==> config.mk <==
export PLATFORM = sky130hd
export DESIGN_NAME = alu_cmd_sequencer
export DESIGN_NICKNAME = d
export VERILOG_FILES = /design/src/rtl/alu_cmd_sequencer_pkg.sv /design/src/rtl/alu_cmd_sequencer_cmd_timeout_timer.sv /design/src/rtl/alu_cmd_sequencer.sv
export SDC_FILE = /design/constraint.sdc
export NUM_CORES = 1
export LEC_CHECK = 0
export CAP_MARGIN = 20
export CORE_MARGIN = 4
export CORE_UTILIZATION = 40
export DETAILED_ROUTE_END_ITERATION = 7
export HOLD_SLACK_MARGIN = 0.08
export PLACE_DENSITY = 0.78
export SLEW_MARGIN = 5
export SYNTH_ARGS = -nofsm -noshare
export SYNTH_HDL_FRONTEND = slang
export SYNTH_SLANG_ARGS = --single-unit
==> constraint.sdc <==
create_clock -name clk -period 1.4 [get_ports clk]
set_input_delay 0.28 -clock clk [delete_from_list [all_inputs] [get_ports clk]]
set_output_delay 0.28 -clock clk [all_outputs]
set_load 0.005 [all_outputs]
==> src/rtl/alu_cmd_sequencer_pkg.sv <==
// Shared opcode values, FSM state encodings and the opcode legality check
// used by the command sequencer and anything that decodes its opcode output.
package alu_cmd_sequencer_pkg;

    localparam int BITS_DATA_DEF = 8;
    localparam int BITS_OP_DEF   = 6;

    localparam logic [5:0] OP_ADD = 6'h20;
    localparam logic [5:0] OP_SUB = 6'h22;
    localparam logic [5:0] OP_AND = 6'h24;
    localparam logic [5:0] OP_OR  = 6'h25;
    localparam logic [5:0] OP_XOR = 6'h26;
    localparam logic [5:0] OP_SRA = 6'h03;
    localparam logic [5:0] OP_SRL = 6'h02;
    localparam logic [5:0] OP_NOR = 6'h27;

    localparam logic [2:0] ST_GET_A  = 3'd0;
    localparam logic [2:0] ST_GET_B  = 3'd1;
    localparam logic [2:0] ST_GET_OP = 3'd2;
    localparam logic [2:0] ST_EXEC   = 3'd3;
    localparam logic [2:0] ST_SEND   = 3'd4;

    // Opcode field is zero-extended so callers with any BITS_OP share one check
    function automatic logic op_is_legal(input logic [31:0] op);
        logic legal;
        case (op)
            32'(OP_ADD), 32'(OP_SUB), 32'(OP_AND), 32'(OP_OR),
            32'(OP_XOR), 32'(OP_SRA), 32'(OP_SRL), 32'(OP_NOR): legal = 1'b1;
            default:                                            legal = 1'b0;
        endcase
        return legal;
    endfunction

endpackage

==> src/rtl/alu_cmd_sequencer_cmd_timeout_timer.sv <==
// Inter-byte idle timer: counts enabled cycles and flags the cycle in which
// the count reaches TIMEOUT-1.
module cmd_timeout_timer #(
    parameter int TIMEOUT = 1000
) (
    input  logic clk,
    input  logic reset,
    input  logic clear,
    input  logic enable,
    output logic expire
);

    localparam int CW = (TIMEOUT > 2) ? $clog2(TIMEOUT) : 1;
    localparam logic [CW-1:0] CNT_LAST = CW'(TIMEOUT - 1);

    logic [CW-1:0] cnt_r;
    logic          expire_s;

    // Expiry is qualified by enable so a transfer in the same cycle suppresses it
    always_comb begin
        expire_s = enable && (cnt_r == CNT_LAST);
    end

    assign expire = expire_s;

    // Idle cycle counter
    always_ff @(posedge clk) begin
        if (reset) begin
            cnt_r <= {CW{1'b0}};
        end else if (clear || expire_s) begin
            cnt_r <= {CW{1'b0}};
        end else if (enable) begin
            cnt_r <= cnt_r + 1'b1;
        end else begin
            cnt_r <= cnt_r;
        end
    end

endmodule

==> src/rtl/alu_cmd_sequencer.sv <==
// Byte-stream front end for the ALU: collects A, B and OP bytes, drives the
// ALU operand registers, waits out the ALU latency and returns one result byte.
module alu_cmd_sequencer #(
    parameter int BITS_DATA = 8,
    parameter int BITS_OP   = 6,
    parameter int ALU_LAT   = 1,
    parameter int TIMEOUT   = 1000
) (
    input  logic                 clk,
    input  logic                 i_reset,
    input  logic [BITS_DATA-1:0] i_rx_data,
    input  logic                 i_rx_valid,
    output logic                 o_rx_ready,
    output logic [BITS_DATA-1:0] o_alu_a,
    output logic [BITS_DATA-1:0] o_alu_b,
    output logic [BITS_OP-1:0]   o_alu_op,
    input  logic [BITS_DATA-1:0] i_alu_result,
    output logic [BITS_DATA-1:0] o_tx_data,
    output logic                 o_tx_valid,
    input  logic                 i_tx_ready,
    output logic                 o_busy,
    output logic                 o_error
);

    import alu_cmd_sequencer_pkg::*;

    // The result is sampled ALU_LAT+1 edges after the OP byte edge, so the
    // EXEC counter runs from 0 up to ALU_LAT inclusive.
    localparam int LW = (ALU_LAT < 1) ? 1 : $clog2(ALU_LAT + 1);
    localparam logic [LW-1:0] LAT_LAST = LW'(ALU_LAT);

    logic [2:0]           state_r;
    logic [2:0]           state_next_s;
    logic [BITS_DATA-1:0] a_r;
    logic [BITS_DATA-1:0] b_r;
    logic [BITS_OP-1:0]   op_r;
    logic [BITS_DATA-1:0] tx_data_r;
    logic                 tx_valid_r;
    logic                 error_r;
    logic                 busy_r;
    logic                 rx_ready_r;
    logic [LW-1:0]        lat_cnt_r;

    logic xfer_s;
    logic op_legal_s;
    logic take_a_s;
    logic take_b_s;
    logic take_op_s;
    logic load_tx_s;
    logic done_tx_s;
    logic err_s;
    logic wait_byte_s;
    logic timer_clear_s;
    logic expire_s;

    // Transfer qualification, opcode legality and idle-timer control
    always_comb begin
        xfer_s        = i_rx_valid && rx_ready_r;
        op_legal_s    = op_is_legal(32'(i_rx_data[BITS_OP-1:0])) &&
                        ((i_rx_data >> BITS_OP) == {BITS_DATA{1'b0}});
        wait_byte_s   = (state_r == ST_GET_B) || (state_r == ST_GET_OP);
        timer_clear_s = xfer_s || !wait_byte_s;
    end

    cmd_timeout_timer #(
        .TIMEOUT (TIMEOUT)
    ) u_timer (
        .clk    (clk),
        .reset  (i_reset),
        .clear  (timer_clear_s),
        .enable (wait_byte_s && !xfer_s),
        .expire (expire_s)
    );

    // Next-state and per-cycle action decode; a transfer always beats expiry
    always_comb begin
        state_next_s = state_r;
        take_a_s     = 1'b0;
        take_b_s     = 1'b0;
        take_op_s    = 1'b0;
        load_tx_s    = 1'b0;
        done_tx_s    = 1'b0;
        err_s        = 1'b0;
        case (state_r)
            ST_GET_A: begin
                if (xfer_s) begin
                    take_a_s     = 1'b1;
                    state_next_s = ST_GET_B;
                end else begin
                    state_next_s = ST_GET_A;
                end
            end
            ST_GET_B: begin
                if (xfer_s) begin
                    take_b_s     = 1'b1;
                    state_next_s = ST_GET_OP;
                end else if (expire_s) begin
                    err_s        = 1'b1;
                    state_next_s = ST_GET_A;
                end else begin
                    state_next_s = ST_GET_B;
                end
            end
            ST_GET_OP: begin
                if (xfer_s && op_legal_s) begin
                    take_op_s    = 1'b1;
                    state_next_s = ST_EXEC;
                end else if (xfer_s) begin
                    err_s        = 1'b1;
                    state_next_s = ST_GET_A;
                end else if (expire_s) begin
                    err_s        = 1'b1;
                    state_next_s = ST_GET_A;
                end else begin
                    state_next_s = ST_GET_OP;
                end
            end
            ST_EXEC: begin
                if (lat_cnt_r == LAT_LAST) begin
                    load_tx_s    = 1'b1;
                    state_next_s = ST_SEND;
                end else begin
                    state_next_s = ST_EXEC;
                end
            end
            ST_SEND: begin
                if (i_tx_ready) begin
                    done_tx_s    = 1'b1;
                    state_next_s = ST_GET_A;
                end else begin
                    state_next_s = ST_SEND;
                end
            end
            default: begin
                state_next_s = ST_GET_A;
            end
        endcase
    end

    // State, operand/result registers and registered status outputs
    always_ff @(posedge clk) begin
        if (i_reset) begin
            state_r    <= ST_GET_A;
            a_r        <= {BITS_DATA{1'b0}};
            b_r        <= {BITS_DATA{1'b0}};
            op_r       <= {BITS_OP{1'b0}};
            tx_data_r  <= {BITS_DATA{1'b0}};
            tx_valid_r <= 1'b0;
            error_r    <= 1'b0;
            busy_r     <= 1'b0;
            rx_ready_r <= 1'b1;
            lat_cnt_r  <= {LW{1'b0}};
        end else begin
            state_r    <= state_next_s;
            error_r    <= err_s;
            busy_r     <= (state_next_s != ST_GET_A);
            rx_ready_r <= (state_next_s == ST_GET_A) || (state_next_s == ST_GET_B) ||
                          (state_next_s == ST_GET_OP);
            if (take_a_s) begin
                a_r <= i_rx_data;
            end else begin
                a_r <= a_r;
            end
            if (take_b_s) begin
                b_r <= i_rx_data;
            end else begin
                b_r <= b_r;
            end
            if (take_op_s) begin
                op_r      <= i_rx_data[BITS_OP-1:0];
                lat_cnt_r <= {LW{1'b0}};
            end else if ((state_r == ST_EXEC) && !load_tx_s) begin
                op_r      <= op_r;
                lat_cnt_r <= lat_cnt_r + 1'b1;
            end else begin
                op_r      <= op_r;
                lat_cnt_r <= lat_cnt_r;
            end
            if (load_tx_s) begin
                tx_data_r  <= i_alu_result;
                tx_valid_r <= 1'b1;
            end else if (done_tx_s) begin
                tx_data_r  <= tx_data_r;
                tx_valid_r <= 1'b0;
            end else begin
                tx_data_r  <= tx_data_r;
                tx_valid_r <= tx_valid_r;
            end
        end
    end

    assign o_rx_ready = rx_ready_r;
    assign o_alu_a    = a_r;
    assign o_alu_b    = b_r;
    assign o_alu_op   = op_r;
    assign o_tx_data  = tx_data_r;
    assign o_tx_valid = tx_valid_r;
    assign o_busy     = busy_r;
    assign o_error    = error_r;

endmodule
# Yosys cells after proc, flatten, opt, wreduce, memory -nomap -nowiden
# Cells that the tools add are included.
# W data, S select, Z words.
dict set report totals {
  reg_bits 48
  input_bits 20
  out_inout_bits 34
  elab_cells 76
}
dict set report op_classes {
  add_sub_neg 2
  n_eq_ne 15
  n_mux 26
  reduce_logical 22
}
# cell count
set ops {}
lappend ops {{$eq A6 B6 Y1 const B} 6}
lappend ops {{$mux W1} 18}
lappend ops {{$pmux W3 S5} 1}
lappend ops {{$eq A6 B2 Y1 const B} 2}
lappend ops {{$add A10 B1 Y10 const B} 1}
lappend ops {{$eq A10 B10 Y1 const B} 1}
lappend ops {{$eq A3 B2 Y1 const B} 3}
lappend ops {{$logic_not A8 Y1} 1}
lappend ops {{$mux W2} 4}
lappend ops {{$reduce_or A8 Y1} 1}
lappend ops {{$eq A3 B1 Y1 const B} 2}
lappend ops {{$logic_and A1 B1 Y1} 6}
lappend ops {{$logic_not A3 Y1} 2}
lappend ops {{$mux W3} 2}
lappend ops {{$logic_or A1 B1 Y1} 5}
lappend ops {{$reduce_or A2 Y1} 2}
lappend ops {{$eq A3 B3 Y1 const B} 1}
lappend ops {{$logic_not A1 Y1} 3}
lappend ops {{$reduce_bool A3 Y1} 1}
lappend ops {{$pmux W1 S2} 1}
lappend ops {{$reduce_bool A2 Y1} 1}
lappend ops {{$add A1 B1 Y1 const B} 1}

# Longest topological paths before layout
# Gate-level depths: netlist (run 1).
dict set report depth {
  ltp_word 11
  depth_mapped 7
  ltp_nobuf 6
}

# Modules after synthesis
# Synthesis (run 1) repeated with hierarchy kept, for this count alone.
dict set report hier_totals {
  cells_unflattened 225
  hier_area_um2 2060.7
}
# mod n_inst cells_each area_each_um2 seq_area_each_um2
set by_module_without_submodules {}
lappend by_module_without_submodules {alu_cmd_sequencer 1 164 1516.5 760.7}
lappend by_module_without_submodules {cmd_timeout_timer 1 61 544.3 200.2}

# Worst setup path after synthesis (run 1)
# No wires, ideal clock.
dict set report synth_timing {
  kind {flip-flop to flip-flop}
  from {register state_r[0]}
  to {register a_r[0], in the netlist o_alu_a[0]}
  setup_time_ns 0.128
  arrival_time_ns 1.295
  required_time_ns 1.272
  slack_ns -0.023
  stages_incl_launch_ff 6
  path_buffers 2
  synth_period_minus_slack_ns 1.423
  path_cell_list {dfxtp_1 > buf_6 > or4_1 > buf_2 > mux2i_1 > nor2_1}
}
dict set report synth_via {
  elab_chain_cells 2
}
# item line_no
set synth_rtl {}
lappend synth_rtl {{start: declaration} alu_cmd_sequencer.sv:32} ;# logic [2:0] state_r;
lappend synth_rtl {{start signal: assignment} alu_cmd_sequencer.sv:154} ;# state_r <= state_next_s;
lappend synth_rtl {{$logic_not A3 Y1} alu_cmd_sequencer.sv:84} ;# case (state_r)
lappend synth_rtl {{$mux W1} alu_cmd_sequencer.sv:84}
lappend synth_rtl {{end signal: assignment} alu_cmd_sequencer.sv:144} ;# a_r <= {BITS_DATA{1'b0}};
lappend synth_rtl {{end signal: assignment} alu_cmd_sequencer.sv:160} ;# a_r <= i_rx_data;
lappend synth_rtl {{end signal: assignment} alu_cmd_sequencer.sv:162} ;# a_r <= a_r;
lappend synth_rtl {{end: declaration} alu_cmd_sequencer.sv:34} ;# logic [BITS_DATA-1:0] a_r;
# No other way between the ends.
# A chain may end at the register's enable or synchronous reset.

# Worst setup path after layout (run 1)
dict set report layout_timing {
  from {register state_r[1]}
  to {register op_r[1], in the netlist o_alu_op[1]}
}
dict set report layout_via {
  elab_chain_cells 2
}
# item line_no
set layout_rtl {}
lappend layout_rtl {{$eq A3 B2 Y1} alu_cmd_sequencer.sv:84}
lappend layout_rtl {{$mux W1} alu_cmd_sequencer.sv:84}
lappend layout_rtl {{end signal: assignment} alu_cmd_sequencer.sv:146} ;# op_r <= {BITS_OP{1'b0}};
lappend layout_rtl {{end signal: assignment} alu_cmd_sequencer.sv:170} ;# op_r <= i_rx_data[BITS_OP-1:0];
lappend layout_rtl {{end signal: assignment} alu_cmd_sequencer.sv:173} ;# op_r <= op_r;
lappend layout_rtl {{end: declaration} alu_cmd_sequencer.sv:36} ;# logic [BITS_OP-1:0] op_r;
# No other way between the ends.

==> results of run 1 <==
==> kinds of logic (layout without fill, tap and decap cells) <==
logic type	count (synthesis)	count (layout)	synth area share, %
flip-flops	48	48	49.8
XOR/XNOR	9	9	4.09
multiplexers	21	21	11.0
AND/OR/NAND/NOR	92	92	24.2
AO/OA/AOI/OAI	22	22	7.07
adder cells (fa/ha/maj)	1	1	0.649
buffers and inverters	12	102	3.18
==> flip-flops by register name (all words and copies together) (netlist names), 3 cells and up <==
signal and flops:
o_alu_b 8, u_timer.cnt_r 10, o_alu_op 6, o_alu_a 8
o_tx_data 8, state_r 3
==> Yosys cell counts, types with 2 or more instances <==
master and number:
buf_2 4, mux2i_1 20, nand3_1 5, nor3_1 3, a21oi_1 13, clkbuf_1 4, dfxtp_1 48, nand4_1 6
nand2_1 22, and2_1 4, and3_1 2, xor2_1 6, inv_1 2, nor2_1 35, xnor2_1 3, nor2b_1 3
nand3b_1 2, nand2b_1 2, nor3_4 2
==> routing by layer <==
layer	vias up	track usage (%)	part of all wire, %
met5	-	0	0
met4	0	6.94	1.9
met3	7	3.59	4.4
met2	48	27.2	47
met1	771	19.4	46
li1	875	-	-
==> final timing paths <==
check / start / to / slack, ns
setup / recovery: state_r[1] / o_alu_op[1] / -0.003
hold / removal: i_rx_data[7] / o_alu_a[7] / 0.38
setup reg to reg: state_r[1] / o_alu_op[1] / -0.003
hold reg to reg: o_tx_data[1] / o_tx_data[1] / 0.45
==> where the power goes <==
group	internal [uW]	total [uW]	switching, uW
combinational	217	384	167
clock	530	982	452
sequential	1410	1430	24.8
total	2150	2800	643
==> cell type report <==
class | count | area, um^2
inverters | 2 | 7.51
clock buffers | 6 | 72.6
multi-input cells | 145 | 995
flip-flops and latches | 48 | 986
clock inverters | 2 | 35.0
repair buffers | 92 | 800
well taps | 52 | 65.1
fillers | 365 | 1540
==> through the flow <==
| step | total power (uW) | hold slack (ns) | area (um^2) | cells |
|---|---|---|---|---|
| global route | 2920 | 0.412 | 2960 | 347 |
| global placement | 1850 | 0.443 | 2770 | 336 |
| finish | 2800 | 0.376 | 2960 | 347 |
| floorplan | 1630 | 0.416 | 1940 | 205 |
| CTS | 2810 | 0.425 | 2870 | 344 |
| detailed placement | 1850 | 0.448 | 2770 | 336 |
==> critical path: stages (launching register included) <==
cell,delay (ns)
dfxtp_4,0.38
nor3b_4,0.20
and2_4,0.19
nor2b_4,0.15
buf_6,0.13
mux2i_1,0.19
nor2_1,0.06
==> repair_timing <==
item,4_1_cts,5_1_grt
gates resized for setup,64,21
endpoints found under the setup margin,61,44
buffers inserted,1,4
endpoints found under the hold margin,0,0
pin swaps,7,10
==> cells in the final DEF (no fill, tap or decap), drive strengths merged, types with 2 or more instances in the layout <==
cell type / n
dfxtp: 48
dlygate4sd2: 40
buf: 39
nor2: 35
nand2: 22
mux2i: 20
a21oi: 14
clkdlybuf4s50: 10
clkbuf: 7
nand4: 6
xor2: 6
nand3: 5
nor3: 5
and2: 4
xnor2: 3
nand2b: 3
nor2b: 3
nand3b: 2
inv: 2
and3: 2
==> flow_metrics.py, run 1 <==
metrics = {
    "status": {
        "status": "finished with violations",
        "violations": "negative setup slack",
    },
    "detailed_routing": {
        "dr.pass1.iters": 4,
        "drt_iter0_markers": 46,
        "route.detailed.drc": 0,
        "vias": 1701,
        "wirelength_mm": 4.58,
        "final_antenna_net_count": 0,
        "vias_per_cell": 4.90,
        "post_drt_wl_per_cell_um": 13.2,
    },
    "yosys": {
        "synth_top_area_share_pct": 49.8,
        "synth.avg_cell_area_um2": 9.41,
        "ys.flop_type": "dfxtp_1",
        "yosysUniqueCellTypes": 38,
        "synthTopCellsByArea": "dfxtp_1 50%, mux2i_1 10%, nor2_1 6.8%",
        "ys.warnings.count": 0,
        "synth-async-reset-ratio_pct": 0,
        "syn-cell-area_um2": 1930,
        "synth_edf_count": 0,
        "ys_ff_latch": 48,
        "syn_nets": 226,
        "post-synth-top-area-cell": "dfxtp_1",
        "synthCells": 205,
        "synth_seq_area_share_pct": 49.8,
    },
    "final_layout": {
        "final_util_pct": 65.7,
        "final_layout_size_suffix_gt1_share_pct": 28.5,
        "layout.nets": 315,
        "area_growth_pct": 53.5,
        "diodes": 0,
    },
    "floorplan": {
        "io_pins": 54,
        "die_w_um": 77.4,
        "initial_core_util_pct": 42.8,
        "die_y_um": 77.4,
        "die_area_um2": 6000,
        "core_area_um2": 4500,
        "placementRows": 24,
    },
    "sta": {
        "finalHoldViolCount": 0,
        "rsz0062_at_grt": "yes",
        "worstMarginPinSlew_ns": 0.253,
        "skew_ns": 0.00789,
        "finalWorstSetupSlack_ns": -0.00269,
        "setup_viol": 1,
        "setup-tns-final_ns": -0.00269,
        "slew_headroom_pct": 83.0,
        "final-max-slew-violation-count": 0,
        "fin_crit_ns": 1.40,
        "period_share_pct": 100,
        "fmax_mhz": 713,
    },
    "critical_path": {
        "required_ns": 1.59,
        "setup.worst_path.start_class": "register",
        "cp_data_arrival_time_ns": 1.59,
        "crit_fanout": 5,
        "worst-setup-path-type": "reg2reg",
        "critPathCaptureType": "register",
        "reg2reg_depth": 6,
    },
    "clock_tree": {
        "cts_hold_buf": 0,
        "htree_levels": 2,
        "clk_pin_slew_ns": 0.09,
        "clock_latency_ns": 0.30,
        "cts.path.max_buffers": 2,
        "clock-root-buffer": "clkbuf_8",
        "cts_buffers": 5,
        "cts_tree": "yes",
        "clock-sinks": 48,
    },
    "global_routing": {
        "grt_pass1_wl_mm": 7.93,
        "track_usage_pct": 16.0,
        "grt_max_degree": 20,
        "grt_pass1_vias": 1757,
        "grt-ovfl-total": 0,
        "antenna_found_initial": 0,
    },
    "min_path": {
        "hold_depth": 4,
        "holdCritPathClass": "in2reg",
    },
    "power_and_ir_drop": {
        "p_leak_uw": 0.00131,
        "vdd_ir_drop_max_v": 0.000604,
        "power_density_nw_per_um2": 944,
    },
    "placement": {
        "dpl.hpwl_mm": 3.38,
        "gp_congestion": 0.792,
        "portBuffers": 53,
        "post-place-ws_ns": -0.638,
    },
    "flow_run": {
        "maxCapViolCount": 0,
    },
}
Note: power is estimated with default switching activity, not from simulation.
==> run 2: changes to the inputs <==
Settings changed: PLACE_DENSITY 0.78 to 0.76, TNS_END_PERCENT set to 30.
Clock period 1.4 ns to 1.8 ns, I/O delays scaled along.
==> flow_metrics.py, run 2 (same netlist as run 1, synthesis figures left out) <==
metrics = {
    "global_routing": {
        "met3_usage_pct": 5.21,
        "grt_pass1_vias": 1553,
        "grt_pass1_wl_mm": 7.41,
        "grtUsageMet2_pct": 24.0,
        "grtUsageMet1_pct": 19.8,
        "grt_max_degree": 23,
        "grt-ovfl-total": 0,
        "grt-busiest-layer": "met2",
        "track_usage_pct": 15.3,
        "antenna_found_initial": 0,
    },
    "clock_tree": {
        "cts.path.max_buffers": 2,
        "clock_latency_ns": 0.30,
        "clock-sinks": 48,
        "clock-root-buffer": "clkbuf_8",
        "cts_buffers": 5,
        "clk_pin_slew_ns": 0.09,
        "cts_tree": "yes",
        "htree_levels": 2,
    },
    "flow_run": {
        "maxCapViolCount": 0,
    },
    "final_layout": {
        "area_growth_pct": 44.6,
        "largest_register_ffs": 10,
        "diodes": 0,
        "final_common_cell": "clkdlybuf4s50_1",
        "layout.cells.most_common_list": "53 x clkdlybuf4s50_1, 47 x dfxtp_1, 35 x nor2_1",
        "final_util_pct": 61.9,
        "final_layout_size_suffix_gt1_share_pct": 13.7,
        "layout.nets": 297,
        "largest-register": "u_timer.cnt_r",
    },
    "detailed_routing": {
        "final_antenna_net_count": 0,
        "dr.pass1.iters": 4,
        "vias": 1636,
        "route.detailed.drc": 0,
        "drt_iter0_markers": 81,
        "post_drt_wl_per_cell_um": 13.3,
        "vias_per_cell": 4.97,
        "wirelength_mm": 4.38,
    },
    "sta": {
        "worstMarginPinSlew_ns": 0.403,
        "skew_ns": 0.00549,
        "final-max-slew-violation-count": 0,
        "period_share_pct": 93.8,
        "setup-tns-final_ns": 0,
        "finalWorstSetupSlack_ns": 0.112,
        "setup_viol": 0,
        "fmax_mhz": 592,
        "fin_crit_ns": 1.69,
        "finalHoldViolCount": 0,
        "slew_headroom_pct": 73.1,
        "rsz0062_at_grt": "no",
    },
    "critical_path": {
        "required_ns": 1.99,
        "critPathCaptureType": "register",
        "reg2reg_slack_ns": 0.18,
        "setup.worst_path.start_class": "input port",
        "crit_fanout": 3,
        "cp_data_arrival_time_ns": 1.88,
        "worst-setup-path-type": "in2reg",
    },
    "floorplan": {
        "die_w_um": 77.4,
        "die_area_um2": 6000,
        "placementRows": 24,
        "initial_core_util_pct": 42.8,
        "die_y_um": 77.4,
        "core_area_um2": 4500,
        "io_pins": 54,
    },
    "power_and_ir_drop": {
        "seqPwrFrac_pct": 50.1,
        "p_leak_uw": 0.00104,
        "swShare_pct": 21.6,
        "vdd_ir_drop_max_v": 0.000545,
        "combPwrFrac_pct": 12.7,
        "p_clk_share_pct": 37.3,
        "intPower_uw": 1750,
        "p_switching_uw": 483,
        "power_density_nw_per_um2": 800,
    },
    "placement": {
        "dpl.hpwl_mm": 3.23,
        "gp_congestion": 0.812,
        "portBuffers": 53,
        "post-place-ws_ns": -0.294,
    },
    "min_path": {
        "holdCritPathClass": "reg2reg",
    },
    "status": {
        "status": "completed",
    },
}
## run 2: critical path, stage by stage
cell,delay [ns]
clkdlybuf4s50_1,0.47
nor4_4,0.32
o221ai_2,0.14
buf_4,0.16
nand2b_1,0.15
a21oi_1,0.22
a21oi_2,0.07
## run 2: timing repair
item | CTS | global route
setup endpoints to repair | 0 | 10
hold buffers | 0 | 0
endpoints found under the hold margin | 0 | 0
resized for setup | 0 | 4
buffers inserted | 0 | 0
## run 2: through the flow
| stage | std cells | power, uW | hold slack, ns | cell area, um^2 |
|---|---|---|---|---|
| floorplan | 205 | 1260 | 0.441 | 1930 |
| global placement | 321 | 1420 | 0.442 | 2640 |
| detailed placement | 321 | 1420 | 0.447 | 2640 |
| CTS | 329 | 2250 | 0.458 | 2770 |
| global route | 329 | 2310 | 0.479 | 2790 |
| finish | 329 | 2230 | 0.455 | 2790 |
## run 2: final timing paths
kind / start / endpoint / depth (start not counted)
setup reg to reg: state_r[0] / o_busy / 5
hold / removal: o_tx_data[7] / o_tx_data[7] / 2
hold reg to reg: o_tx_data[7] / o_tx_data[7] / 2
setup / recovery: i_rx_data[7] / o_rx_ready / 7
## run 2: power groups by stage
stage	logic, uW	registers (uW)	clock network [uW]
2_1_floorplan	130	1130	0
3_3_place_gp	276	1140	0
3_5_place_dp	278	1140	0
4_1_cts	281	1120	856
5_1_grt	306	1120	886
6_report	283	1120	832
## run 2: layout make-up
| type | instances | area [um^2] |
|---|---|---|
| Inverter | 2 | 7.51 |
| Clock buffer | 7 | 96.3 |
| Timing Repair Buffer | 74 | 701 |
| Multi-Input combinational cell | 145 | 927 |
| Fill cell | 389 | 1720 |
| Sequential cell | 48 | 962 |
| Tap cell | 52 | 65.1 |
| Clock inverter | 1 | 30.0 |
## run 2: layer usage
metal	up-vias	routed length, um
li1	838	-
met3	4	231
met2	47	2010
met1	747	2090
met5	-	0
met4	0	48
==> run 3: changes to the inputs <==
Settings changed: CTS_BUF_LIST set to sky130_fd_sc_hd__clkbuf_2 sky130_fd_sc_hd__clkbuf_4 sky130_fd_sc_hd__clkbuf_8, CTS_CLUSTER_SIZE set to 14.
==> results of run 3 <==
The final DEF is identical to that of run 2; final timing and power are the same.
